$ cat src/rtl/control_sequencer_if.sv
// Control bundle between the hardwired sequencer and the DataPath.
// The master side is the sequencer; the slave side is the DataPath (or a bench).
interface control_sequencer_if;
   logic [31:0] ir;
   logic        mem_rdy;
   logic [15:0] reg_en;
   logic [15:0] reg_out;
   logic        Pout, Pen, MARen, MDRen, MDROut, Read, IRen, Yen;
   logic        ZLOen, ZHIen, ZLOout, ZHIout, HIen, LOen, HIout, LOout;
   logic [4:0]  alu_control;
   logic        run;
   logic        instr_done;
   logic        mem_fault;

   modport master (
      input  ir, mem_rdy,
      output reg_en, reg_out,
      output Pout, Pen, MARen, MDRen, MDROut, Read, IRen, Yen,
      output ZLOen, ZHIen, ZLOout, ZHIout, HIen, LOen, HIout, LOout,
      output alu_control, run, instr_done, mem_fault
   );

   modport slave (
      output ir, mem_rdy,
      input  reg_en, reg_out,
      input  Pout, Pen, MARen, MDRen, MDROut, Read, IRen, Yen,
      input  ZLOen, ZHIen, ZLOout, ZHIout, HIen, LOen, HIout, LOout,
      input  alu_control, run, instr_done, mem_fault
   );
endinterface

$ cat src/rtl/control_sequencer.sv
// Hardwired fetch/execute sequencer: one state register, outputs decoded from state and IR.
// A fetch that waits MEM_WAIT_MAX cycles on memory latches mem_fault and halts until clr.
module control_sequencer #(
   parameter logic [4:0] INC_OP       = 5'b11111,
   parameter int         MEM_WAIT_MAX = 15
) (
   input  logic clk,
   input  logic clr,
   control_sequencer_if.master bus
);

   localparam int CW = $clog2(MEM_WAIT_MAX + 1);

   typedef enum logic [3:0] {RST, T0, T1, T1W, T2, T3, T4, T5, T6, HALT} state_t;
   typedef enum logic [2:0] {C_ALU3, C_MULDIV, C_MFHI, C_MFLO, C_HALT, C_NOP} cls_t;

   state_t        state, state_nxt;
   logic [CW-1:0] wait_cnt, wait_nxt;
   logic          mem_fault, fault_set;

   logic [4:0] opcode;
   logic [3:0] ra, rb, rc;
   cls_t       cls;
   logic       unused_ir;

   assign opcode    = bus.ir[31:27];
   assign ra        = bus.ir[26:23];
   assign rb        = bus.ir[22:19];
   assign rc        = bus.ir[18:15];
   assign unused_ir = ^bus.ir[14:0];

   logic [15:0] reg_en, reg_out;
   logic        Pout, Pen, MARen, MDRen, MDROut, Read, IRen, Yen;
   logic        ZLOen, ZHIen, ZLOout, ZHIout, HIen, LOen, HIout, LOout;
   logic [4:0]  alu_control;
   logic        run, instr_done;

   function automatic logic [15:0] onehot(input logic [3:0] idx);
      onehot = 16'h0001 << idx;
   endfunction

   always_comb begin
      cls = C_NOP;
      if (opcode >= 5'b00011 && opcode <= 5'b01110)
         cls = C_ALU3;
      else if (opcode == 5'b01111 || opcode == 5'b10000)
         cls = C_MULDIV;
      else if (opcode == 5'b10100)
         cls = C_MFHI;
      else if (opcode == 5'b10101)
         cls = C_MFLO;
      else if (opcode == 5'b11011)
         cls = C_HALT;
   end

   always_ff @(posedge clk) begin
      if (clr) begin
         state     <= RST;
         wait_cnt  <= '0;
         mem_fault <= 1'b0;
      end else begin
         state    <= state_nxt;
         wait_cnt <= wait_nxt;
         if (fault_set)
            mem_fault <= 1'b1;
      end
   end

   always_comb begin
      state_nxt   = state;
      wait_nxt    = wait_cnt;
      fault_set   = 1'b0;
      reg_en      = '0;
      reg_out     = '0;
      Pout        = 1'b0;
      Pen         = 1'b0;
      MARen       = 1'b0;
      MDRen       = 1'b0;
      MDROut      = 1'b0;
      Read        = 1'b0;
      IRen        = 1'b0;
      Yen         = 1'b0;
      ZLOen       = 1'b0;
      ZHIen       = 1'b0;
      ZLOout      = 1'b0;
      ZHIout      = 1'b0;
      HIen        = 1'b0;
      LOen        = 1'b0;
      HIout       = 1'b0;
      LOout       = 1'b0;
      alu_control = '0;
      run         = 1'b1;
      instr_done  = 1'b0;

      case (state)
         RST: state_nxt = T0;

         T0: begin
            Pout        = 1'b1;
            MARen       = 1'b1;
            ZLOen       = 1'b1;
            alu_control = INC_OP;
            state_nxt   = T1;
         end

         T1: begin
            ZLOout    = 1'b1;
            Pen       = 1'b1;
            Read      = 1'b1;
            MDRen     = 1'b1;
            wait_nxt  = '0;
            state_nxt = bus.mem_rdy ? T2 : T1W;
         end

         // PC was already loaded in T1; only the memory read is held here.
         T1W: begin
            Read  = 1'b1;
            MDRen = 1'b1;
            if (bus.mem_rdy) begin
               state_nxt = T2;
            end else if (wait_cnt == CW'(MEM_WAIT_MAX - 1)) begin
               fault_set = 1'b1;
               state_nxt = HALT;
            end else begin
               wait_nxt = wait_cnt + 1'b1;
            end
         end

         T2: begin
            MDROut    = 1'b1;
            IRen      = 1'b1;
            state_nxt = T3;
         end

         T3: begin
            case (cls)
               C_ALU3: begin
                  reg_out   = onehot(rb);
                  Yen       = 1'b1;
                  state_nxt = T4;
               end
               C_MULDIV: begin
                  reg_out   = onehot(ra);
                  Yen       = 1'b1;
                  state_nxt = T4;
               end
               C_MFHI: begin
                  HIout      = 1'b1;
                  reg_en     = onehot(ra);
                  instr_done = 1'b1;
                  state_nxt  = T0;
               end
               C_MFLO: begin
                  LOout      = 1'b1;
                  reg_en     = onehot(ra);
                  instr_done = 1'b1;
                  state_nxt  = T0;
               end
               C_HALT: begin
                  instr_done = 1'b1;
                  state_nxt  = HALT;
               end
               default: begin
                  instr_done = 1'b1;
                  state_nxt  = T0;
               end
            endcase
         end

         T4: begin
            case (cls)
               C_ALU3: begin
                  reg_out     = onehot(rc);
                  alu_control = opcode;
                  ZLOen       = 1'b1;
                  state_nxt   = T5;
               end
               C_MULDIV: begin
                  reg_out     = onehot(rb);
                  alu_control = opcode;
                  ZLOen       = 1'b1;
                  ZHIen       = 1'b1;
                  state_nxt   = T5;
               end
               default: state_nxt = T0;
            endcase
         end

         T5: begin
            case (cls)
               C_ALU3: begin
                  ZLOout     = 1'b1;
                  reg_en     = onehot(ra);
                  instr_done = 1'b1;
                  state_nxt  = T0;
               end
               C_MULDIV: begin
                  ZLOout    = 1'b1;
                  LOen      = 1'b1;
                  state_nxt = T6;
               end
               default: state_nxt = T0;
            endcase
         end

         T6: begin
            ZHIout     = 1'b1;
            HIen       = 1'b1;
            instr_done = 1'b1;
            state_nxt  = T0;
         end

         HALT: run = 1'b0;

         default: state_nxt = RST;
      endcase
   end

   assign bus.reg_en      = reg_en;
   assign bus.reg_out     = reg_out;
   assign bus.Pout        = Pout;
   assign bus.Pen         = Pen;
   assign bus.MARen       = MARen;
   assign bus.MDRen       = MDRen;
   assign bus.MDROut      = MDROut;
   assign bus.Read        = Read;
   assign bus.IRen        = IRen;
   assign bus.Yen         = Yen;
   assign bus.ZLOen       = ZLOen;
   assign bus.ZHIen       = ZHIen;
   assign bus.ZLOout      = ZLOout;
   assign bus.ZHIout      = ZHIout;
   assign bus.HIen        = HIen;
   assign bus.LOen        = LOen;
   assign bus.HIout       = HIout;
   assign bus.LOout       = LOout;
   assign bus.alu_control = alu_control;
   assign bus.run         = run;
   assign bus.instr_done  = instr_done;
   assign bus.mem_fault   = mem_fault;

endmodule

$ cat src/flat_wrapper.sv
// flat-port wrapper written by rule: the top's interface ports become plain ports
module control_sequencer_flat 
#(
   parameter logic [4:0] INC_OP       = 5'b11111,
   parameter int         MEM_WAIT_MAX = 15
)
  (clk, clr, bus_ir, bus_mem_rdy, bus_reg_en, bus_reg_out, bus_Pout, bus_Pen, bus_MARen, bus_MDRen, bus_MDROut, bus_Read, bus_IRen, bus_Yen, bus_ZLOen, bus_ZHIen, bus_ZLOout, bus_ZHIout, bus_HIen, bus_LOen, bus_HIout, bus_LOout, bus_alu_control, bus_run, bus_instr_done, bus_mem_fault);
  control_sequencer_if bus_i ();
  input  logic clk;
  input  logic clr;
  input wire logic [$bits(bus_i.ir)-1:0] bus_ir;
  input wire logic [$bits(bus_i.mem_rdy)-1:0] bus_mem_rdy;
  output wire logic [$bits(bus_i.reg_en)-1:0] bus_reg_en;
  output wire logic [$bits(bus_i.reg_out)-1:0] bus_reg_out;
  output wire logic [$bits(bus_i.Pout)-1:0] bus_Pout;
  output wire logic [$bits(bus_i.Pen)-1:0] bus_Pen;
  output wire logic [$bits(bus_i.MARen)-1:0] bus_MARen;
  output wire logic [$bits(bus_i.MDRen)-1:0] bus_MDRen;
  output wire logic [$bits(bus_i.MDROut)-1:0] bus_MDROut;
  output wire logic [$bits(bus_i.Read)-1:0] bus_Read;
  output wire logic [$bits(bus_i.IRen)-1:0] bus_IRen;
  output wire logic [$bits(bus_i.Yen)-1:0] bus_Yen;
  output wire logic [$bits(bus_i.ZLOen)-1:0] bus_ZLOen;
  output wire logic [$bits(bus_i.ZHIen)-1:0] bus_ZHIen;
  output wire logic [$bits(bus_i.ZLOout)-1:0] bus_ZLOout;
  output wire logic [$bits(bus_i.ZHIout)-1:0] bus_ZHIout;
  output wire logic [$bits(bus_i.HIen)-1:0] bus_HIen;
  output wire logic [$bits(bus_i.LOen)-1:0] bus_LOen;
  output wire logic [$bits(bus_i.HIout)-1:0] bus_HIout;
  output wire logic [$bits(bus_i.LOout)-1:0] bus_LOout;
  output wire logic [$bits(bus_i.alu_control)-1:0] bus_alu_control;
  output wire logic [$bits(bus_i.run)-1:0] bus_run;
  output wire logic [$bits(bus_i.instr_done)-1:0] bus_instr_done;
  output wire logic [$bits(bus_i.mem_fault)-1:0] bus_mem_fault;
  assign bus_i.ir = bus_ir;
  assign bus_i.mem_rdy = bus_mem_rdy;
  assign bus_reg_en = bus_i.reg_en;
  assign bus_reg_out = bus_i.reg_out;
  assign bus_Pout = bus_i.Pout;
  assign bus_Pen = bus_i.Pen;
  assign bus_MARen = bus_i.MARen;
  assign bus_MDRen = bus_i.MDRen;
  assign bus_MDROut = bus_i.MDROut;
  assign bus_Read = bus_i.Read;
  assign bus_IRen = bus_i.IRen;
  assign bus_Yen = bus_i.Yen;
  assign bus_ZLOen = bus_i.ZLOen;
  assign bus_ZHIen = bus_i.ZHIen;
  assign bus_ZLOout = bus_i.ZLOout;
  assign bus_ZHIout = bus_i.ZHIout;
  assign bus_HIen = bus_i.HIen;
  assign bus_LOen = bus_i.LOen;
  assign bus_HIout = bus_i.HIout;
  assign bus_LOout = bus_i.LOout;
  assign bus_alu_control = bus_i.alu_control;
  assign bus_run = bus_i.run;
  assign bus_instr_done = bus_i.instr_done;
  assign bus_mem_fault = bus_i.mem_fault;
  control_sequencer #(.INC_OP(INC_OP), .MEM_WAIT_MAX(MEM_WAIT_MAX)) u_core (.clk(clk), .clr(clr), .bus(bus_i));
endmodule
$ cat config.mk
export PLATFORM = sky130hd
export DESIGN_NAME = control_sequencer_flat
export DESIGN_NICKNAME = d
export VERILOG_FILES = /design/src/rtl/control_sequencer_if.sv /design/src/rtl/control_sequencer.sv /design/src/flat_wrapper.sv
export SDC_FILE = /design/constraint.sdc
export NUM_CORES = 1
export LEC_CHECK = 0
export BUFFER_PORTS_ARGS = -buffer_cell sky130_fd_sc_hd__buf_2
export CORE_MARGIN = 1.5
export CORE_UTILIZATION = 38
export CTS_BUF_LIST = sky130_fd_sc_hd__clkbuf_8
export CTS_CLUSTER_DIAMETER = 200
export DETAILED_ROUTE_END_ITERATION = 10
export PLACE_DENSITY_LB_ADDON = 0.08
export SLEW_MARGIN = 5
export SYNTH_ARGS = -nofsm -noshare
export SYNTH_HDL_FRONTEND = slang
export SYNTH_SLANG_ARGS = --single-unit
$ cat constraint.sdc
create_clock -name clk -period 2.1 [get_ports clk]
set_input_delay 0.21 -clock clk [delete_from_list [all_inputs] [get_ports clk]]
set_output_delay 0.21 -clock clk [all_outputs]
set_load 0.1 [all_outputs]
Word-level counts from Yosys, hierarchy flattened --
Index checks and enable logic that the tools add are counted.
Word-level totals: bits in registers 9, output and inout port bits 56
Cells by class: reductions and logical operators 11, bitwise operators 1, muxes and demuxes 46, add/sub/neg operators 1, equality and inequality tests 22, $lt $le $gt $ge 2, shifts and indexed selects 3
Operators with widths (number):
- 16-bit case mux with 2 select lines | 4
- 1-bit by 4-bit << shifter with 16-bit output, first input constant | 3
- 4-bit case mux with 9 select lines | 1
- 16-bit two-way mux | 2
- 1-bit two-way mux | 21
- 5-bit equality test, second input constant | 4
- 4-bit two-way mux | 5
- 3-bit two-way mux | 6
- 4-bit by 3-bit equality test with 1-bit output, second input constant | 4
- 4-bit case mux with 2 select lines | 2
- 4-bit equality test, second input constant | 3
- 5-bit case mux with 2 select lines | 1
- 4-bit by 2-bit equality test with 1-bit output, second input constant | 2
- 2-bit OR reduction | 4
- 3-bit by 2-bit equality test with 1-bit output, second input constant | 2
- 5-bit by 4-bit equality test with 1-bit output, second input constant | 1
- 5-bit by 2-bit greater-or-equal comparator with 1-bit output, second input constant | 1
- 5-bit by 4-bit <= comparator with 1-bit output, second input constant | 1
- 5-bit two-way mux | 1
- 4-bit by 1-bit adder with 4-bit output, second input constant | 1
- 4-bit by 1-bit equality test with 1-bit output, second input constant | 1
- 4-bit logical NOT | 1
- 2-bit inequality test, second input constant | 2
- 1-bit case mux with 2 select lines | 2
- 11 further kinds | 11

Longest topological paths before layout --
Gate-level depths: netlist of run 1.
word-level depth 10, depth in mapped cells 6, mapped depth without buffers 6

Least setup slack after synthesis of run 1 --
OpenSTA, ideal clock, no wires.
kind register to output, start point register u_core.state[3], end point output bus_reg_en[0], cell stages (with the launch flop) 5, data required time 1890 ps, slack -2166 ps, data arrival time 4056 ps, path through dfxtp_1 -> nand4bb_1 -> or4_4 -> o21a_2 -> nor4_1
Between the ends: cells in the longest elaborated chain, start to end 2
RTL lines:
- start: declaration | line control_sequencer.sv:17 | state_t state, state_nxt;
- start signal: assignment | line control_sequencer.sv:62 | state <= state_nxt;
- 4-bit by 3-bit equality test with 1-bit output | line control_sequencer.sv:95 | case (state)
- 16-bit case mux with 2 select lines (*) | line control_sequencer.sv:95
- end: declaration | line flat_wrapper.sv:13 | output wire logic [$bits(bus_i.reg_en)-1:0] bus_reg_en;
Every way passes the cells marked *; elsewhere a longest branch is shown, timed or not.

Final worst setup path of run 1 --
start point register u_core.state[3], end point output bus_reg_en[5]
Same word-level chain as after synthesis.

==> results of run 1 <==
==> Yosys cell counts (2+ instances only) <==
cell type,n
nand4bb_1,2
o21ai_0,16
nand2_1,19
nand2b_1,13
buf_6,2
or4b_1,2
a211o_1,3
clkbuf_1,16
ha_1,2
buf_4,4
o211ai_1,3
o221ai_1,7
mux2_2,2
nor3_2,10
nor2_1,25
nand4_1,8
o311ai_1,4
inv_1,11
xor2_1,2
buf_2,4
nor4_1,19
nor2b_1,3
and2_1,2
or2_2,2
and3_1,4
nand3_1,10
a21oi_1,4
nor3_1,22
dfxtp_1,9
==> cell families after synthesis <==
group | count (synthesis) | synth area share
fa+ha+maj | 2 | 0.0148
buf+inv | 38 | 0.105
flops | 9 | 0.107
compound gates | 51 | 0.221
simple gates | 151 | 0.523
mux | 3 | 0.0192
xor+xnor | 2 | 0.0104
==> layout make-up <==
class	count	area, um^2
inverter	11	45.0
tap	52	65.1
clock inverter	1	3.75
timing repair buffer	120	1470
fill	232	636
clock buffer	3	41.3
sequential	9	193
multi-input combinational	209	1870
==> registers in the layout, summed over array words and instances (netlist names) <==
name,count
u_core.bus.mem_fault,1
u_core.state,4
u_core.wait_cnt,4
==> cell usage in the layout (no fill, tap or decap), types with 3 or more instances in the layout <==
master and instances:
o221ai_4 6, nand2_2 3, dfxtp_4 3, nor4_4 4, nor2_1 15, o21ai_0 9
nor4_2 3, nor2_4 5, a21oi_1 3, o21ai_1 7, nor3_1 16, inv_1 11
buf_2 29, clkbuf_8 3, nor2_2 5, nand2b_1 12, o311ai_4 4, nor4_1 13
buf_12 47, nand3_1 7, nor3_4 14, and3_1 3, dfxtp_1 5, nand4_1 8
buf_6 7, buf_4 35, o211ai_1 3, nand2_1 15
==> power by group through the flow <==
stage,Sequential [mW],Combinational [mW],Clock (mW)
after floorplan,0.194,0.637,0
after global placement,0.196,0.834,0
after detailed placement,0.197,0.846,0
after CTS,0.192,0.879,0.206
after global routing,0.198,0.940,0.216
final,0.197,0.907,0.199
==> per-layer routing <==
metal | GRT usage | routed length (um)
met4 | 0.0598 | 173
met2 | 0.496 | 3840
met3 | 0.0174 | 529
met1 | 0.370 | 2890
met5 | 0 | 0
==> stage by stage <==
step / cell area (um^2) / TNS [ns] / hold slack (ns)
floorplan: 2210 / -6.70 / 0.281
global placement: 3390 / 0 / 0.445
detailed placement: 3390 / -0.0281 / 0.471
CTS: 3600 / -2.49 / 0.221
global route: 3690 / -4.09 / 0.229
finish: 3690 / -2.17 / 0.222
==> critical path: stages, from the launching register on <==
cell and delay (ns):
dfxtp_4 0.35, nand4bb_4 0.19, or4_4 0.51, o21a_4 0.17
buf_12 0.15, nor3_4 0.21, buf_12 0.21
==> worst min path at each step <==
stage,depth (start not counted),to,slack (ns),start
detailed placement,2,u_core.wait_cnt[0]$_SDFFE_PP0P_,0.47,clr
floorplan,1,u_core.state[2]$_SDFFE_PP0P_,0.28,clr
CTS,2,u_core.wait_cnt[0]$_SDFFE_PP0P_,0.22,clr
finish,2,u_core.wait_cnt[0]$_SDFFE_PP0P_,0.22,clr
global placement,2,u_core.bus.mem_fault$_SDFFE_PP0P_,0.44,u_core.bus.mem_fault$_SDFFE_PP0P_
global route,2,u_core.wait_cnt[0]$_SDFFE_PP0P_,0.23,clr
==> repair_timing <==
item	CTS	global route
gates cloned	0	1
setup endpoints to repair	36	39
hold buffers	0	0
gates resized for setup	20	11
pin swaps	11	6
buffers inserted	12	2
==> flow_summary.toml, run 1 <==
[outcome]
status = "finished, violations left"
violations = "setup timing"

[detailed_routing]
via_per_inst = 6.22
ant_nets = 0
drt-total-wl_mm = 7.43
drtIter0Drc = 184
routedWlPerCell_um = 18.4
drc = 0
vias = 2521
firstDrtPassIters = 5

[worst_setup_path]
crit_end = "bus_reg_en[5]"
timing.rr.end = "u_core.wait_cnt[0]$_SDFFE_PP0P_"
reg2reg_slack_ns = 0.40
rr_worst_depth = 5
worstSetupStartpointType = "flip-flop"
crit_fanout = 6
cp.arrival_ns = 2.03
crit_type = "reg -> out"
reg2reg_from = "u_core.state[0]$_SDFFE_PP0P_"
critPathLaunch = "u_core.state[3]$_SDFFE_PP0P_"
worstPathRequired_ns = 1.89
cp-end-kind = "output port"

[synth]
netlist_instances = 256
yosys_warnings = 0
synth_top_area_share = 0.107
synth_cell_types = 55
async_flop_share = 0
synth-seq-cells = 9
ys_seq_area_frac = 0.107
syn_area_um2 = 1690
syn_nets = 293
syn_area_per_cell_um2 = 6.60
yosysTopAreaCell = "dfxtp_1"
synthTopCellsByArea = "dfxtp_1 11%, nor4_1 7.0%, nor3_1 6.5%"
synth_flop_cell = "dfxtp_1"
synth_edf_count = 0

[sta]
final_max_slew_viol_count = 0
relSlewSlack = 0.568
fin_crit_sh = 1.07
rsz0062_at_grt = "true"
finClkSkew_ns = 0.00259
setup_viol = 29
final.setup.worst_slack_ns = -0.142
timing.fmax_ghz = 0.446
period_minus_slack_ns = 2.24
tightest_slew_ns = 0.648
hold_viol_final = 0

[place]
placement.io_buffers = 75
place.gp.congestion = 0.925
hpwlAfterDp_mm = 5.24
place_ws_ns = -0.0175
dp.cells = 387

[die]
ios = 91
num_rows = 24
start_util = 0.391
die_width_um = 69.7
core_area_um2 = 4320
die_h_um = 69.7
die_area_um2 = 4860

[global_route]
grt_max_degree = 21
overflow = 0
first_global_vias = 2299
grt_antenna_before_repair = 0
grt_pass1_wl_mm = 11.3
grt_usage = 0.278

[power_and_ir_drop]
power_switching_uw = 718
power_density_nw_per_um2 = 353
peakVddDrop_uv = 492
p_sw_frac = 0.552
leakagePower_nw = 1.50
power.total_mw = 1.30
p_clk_frac = 0.153
comb_power_share = 0.696
p_int_uw = 584
seqPwrFrac = 0.151

[clock_tree]
cts_root_buf = "clkbuf_8"
htree_levels = 1
cts.sinks = 9
numCtsBuffers = 3
cts_buffer_depth = 2
cts_tree = "done"
worstSkewPairLatency_ns = 0.24
clk_pin_slew_ns = 0.05

[final_layout]
fin_util = 0.853
drive_gt1_frac = 0.578
syn2layout_area_growth_pct = 118
layout.nets = 391
final_cell_count_no_fill = 405
diodes = 0

[job]
drv_cap = 0

[hold_path]
hold_class = "in -> reg"
No activity file was read; power rests on OpenSTA's default activity.
==> run 2: changes to the inputs <==
- BUFFER_PORTS_ARGS: -buffer_cell sky130_fd_sc_hd__buf_2 -> -buffer_cell sky130_fd_sc_hd__clkbuf_2
- CORE_UTILIZATION: 38 -> 40
==> run 2 against run 1 <==
The run now fails in global routing. Synthesized area unchanged. Synthesized cell count unchanged.
==> flow_summary.toml, run 2 <==
[synth]
synth_most_common_cell = "nor2_1"
synth_cell_types = 55
synthAdderAreaFrac = 0.0148
async_flop_share = 0
ys_seq_area_frac = 0.107
syn_area_um2 = 1690
synth_common_cells = "25 x nor2_1, 22 x nor3_1, 19 x nand2_1, 19 x nor4_1"
syn_area_per_cell_um2 = 6.60
synth-seq-cells = 9
netlist_instances = 256
synth-xor-area-share = 0.0104
synthTopCellsByArea = "dfxtp_1 11%, nor4_1 7.0%, nor3_1 6.5%"
yosysTopAreaCell = "dfxtp_1"
synth_flop_cell = "dfxtp_1"
syn_nets = 293
synth-simple-area-share = 0.523
synth_mux_area_frac = 0.0192
synth_edf_count = 0
yosys_warnings = 0
synth_top_family_by_area = "simple AND/OR/NAND/NOR gates"
synth-compound-area-share = 0.221
synth_top_area_share = 0.107

[global_route]
grt_max_degree = 21

[clock_tree]
cts_root_buf = "clkbuf_8"
cts.sinks = 9
cts_buffer_depth = 2
htree_levels = 1
holdBufCountCts = 0
numCtsBuffers = 3

[place]
place.gp.congestion = 1.01
hpwlAfterDp_mm = 5.35
placement.io_buffers = 75
place_ws_ns = -0.00486

[outcome]
status = "stopped before the end"
stop_stage = "global routing"
tool.error = "[ERROR DPL-0038] Utilization greater than 100%, impossible to legalize"

[die]
start_util = 0.420
die_h_um = 68.0
ios = 91
die_width_um = 68.0
num_rows = 23

[sta]
worst_endpoint = "bus_reg_en[8]"
worst_path_end_type = "top-level output"
==> run 2: per-stage QoR <==
stage          area [um^2]  std cells   util
2_1_floorplan         2210        256      -
4_1_cts               3680        403  0.913
3_5_place_dp          3490        391  0.866
3_3_place_gp          3490        391  0.866
==> run 2: cell families after synthesis <==
family / after synthesis
simple gates: 151
fa+ha+maj: 2
mux: 3
compound gates: 51
buf+inv: 38
flops: 9
xor+xnor: 2
==> run 2: repair_timing <==
item | CTS
buffers inserted | 7
pin swaps | 13
endpoints found under the setup margin | 38
gates resized for setup | 15
cloned | 1
==> run 3: changes to the inputs <==
- CORE_UTILIZATION: 40 -> 25
- CTS_BUF_LIST: sky130_fd_sc_hd__clkbuf_8 -> unset
- CTS_CLUSTER_DIAMETER: 200 -> unset
- PLACE_DENSITY_LB_ADDON: 0.08 -> 0.15
==> run 3 against run 2 <==
The flow now finishes, with violations (DRC, setup timing).
==> flow_summary.toml, run 3 (same netlist as run 1, synthesis figures left out) <==
[worst_setup_path]
worstPathRequired_ns = 1.89
crit_buf_inv = 2
max_stage_delay_ns = 0.50
reg2reg_from = "u_core.state[2]$_SDFFE_PP0P_"
timing.rr.end = "u_core.wait_cnt[0]$_SDFFE_PP0P_"
cp-end-kind = "output port"
reg2reg_slack_ns = 0.46
crit_fanout = 6
crit_chain = "nand4bb_4 > or4_4 > o21a_4 > buf_4 > nor4_4 > buf_12"
crit_path_top_delay_cell = "or4_4"
rr_worst_depth = 6
critical_path.top_delay_family = "simple AND/OR/NAND/NOR gates"
cp.arrival_ns = 2.03
worstSetupStartpointType = "flip-flop"
crit_type = "reg -> out"

[hold_path]
hold_class = "in -> reg"
min_from = "clr"
whs_path_depth = 2
min_to = "u_core.wait_cnt[1]$_SDFFE_PP0P_"

[global_route]
first_global_vias = 2165
grt_usage = 0.177
overflow = 0
grt_antenna_before_repair = 0
grt_pass1_wl_mm = 10.6
grt_max_degree = 21

[detailed_routing]
drt-total-wl_mm = 6.53
drtIter0Drc = 149
firstDrtPassIters = 7
vias = 2336
dr_wl_met2_mm = 3.22
ant_nets = 0
via_per_inst = 5.31
drc = 7
routedWlPerCell_um = 14.8
dr_wl_met3_um = 332
highest_layer = "met4"
wl_met1_mm = 2.96

[clock_tree]
holdBufCountCts = 0
htree_levels = 1
cts_root_buf = "clkbuf_8"
worstSkewPairLatency_ns = 0.23
cts.sinks = 9
numCtsBuffers = 3
cts_buffer_depth = 2
clk_pin_slew_ns = 0.05
cts_tree = "done"

[sta]
period_minus_slack_ns = 2.24
final.setup.worst_slack_ns = -0.142
finClkSkew_ns = 0.00126
setup_viol = 21
rsz0062_at_grt = "true"
hold_viol_final = 0
fin_crit_sh = 1.07
hold_ws_ns = 0.237
relSlewSlack = 0.640
tightest_slew_ns = 0.542
timing.fmax_ghz = 0.446
final_max_slew_viol_count = 0

[job]
drv_cap = 0

[die]
num_rows = 29
die_width_um = 85.2
core_area_um2 = 6460
ios = 91
die_area_um2 = 7260
start_util = 0.262
die_h_um = 85.2

[final_layout]
mostFrequentLayoutCells = "49 x buf_12, 39 x buf_4, 28 x clkbuf_2"
fin_area_um2 = 3890
diodes = 0
top_regs = "u_core.state x4, u_core.wait_cnt x4, u_core.bus.mem_fault x1"
multiInputGateArea_um2 = 1940
layout.nets = 401
seq_area_um2 = 195
fillers = 563
final_common_cell = "buf_12"
drive_gt1_frac = 0.592
syn2layout_area_growth_pct = 130

[place]
placement.io_buffers = 75
place.gp.congestion = 0.893
hpwlAfterDp_mm = 5.13
place_area_um2 = 3540

[power_and_ir_drop]
power_density_nw_per_um2 = 344
peakVddDrop_uv = 426
leakagePower_nw = 1.54

[outcome]
violations = "DRC, setup timing"
status = "finished, violations left"
-- run 3: how the worst max path moves through the flow --
stage | from | end | slack, ns | cells past startpoint
after CTS | u_core.state[1]$_SDFFE_PP0P_ | bus_reg_en[8] | -0.19 | 6
after global placement | bus_ir[30] | bus_reg_out[15] | -0.01 | 8
final | u_core.state[1]$_SDFFE_PP0P_ | bus_reg_en[12] | -0.14 | 6
after global routing | u_core.state[1]$_SDFFE_PP0P_ | bus_reg_en[8] | -0.24 | 6
after floorplan | u_core.state[1]$_SDFFE_PP0P_ | bus_reg_out[4] | -0.63 | 5
after detailed placement | bus_ir[30] | bus_reg_out[15] | -0.02 | 8
-- run 3: where the power goes --
group	internal, mW	switching (mW)
combinational	0.309	0.628
clock	0.132	0.0686
sequential	0.182	0.0179
-- run 3: repair_timing --
| item | CTS | global route |
|---|---|---|
| pin swaps | 4 | 18 |
| resized for setup | 6 | 39 |
| setup endpoints to repair | 33 | 39 |
| buffers inserted | 4 | 10 |
-- run 3: layout make-up --
class,instances,area share
inverter,11,0.0116
multi-input combinational,209,0.499
timing repair buffer,130,0.403
tap,77,0.0248
clock buffer,4,0.0116
sequential,9,0.0502
-- run 3: metal layers --
metal | global-route usage | vias up
li1 | - | 1174
met1 | 0.258 | 1080
met2 | 0.284 | 80
met3 | 0.0204 | 2
met4 | 0.0298 | 0
met5 | 0 | -
-- run 3: metrics by stage --
step           power, mW  TNS, ns   util  setup WS (ns)  cells
2_1_floorplan      0.832    -6.70      -         -0.629    256
3_3_place_gp        1.07  -0.0364  0.547        -0.0145    422
3_5_place_dp        1.07  -0.0498  0.547        -0.0220    422
4_1_cts             1.29    -3.06  0.564         -0.191    430
5_1_grt             1.40    -3.64  0.602         -0.241    440
6_report            1.34    -1.79  0.602         -0.142    440
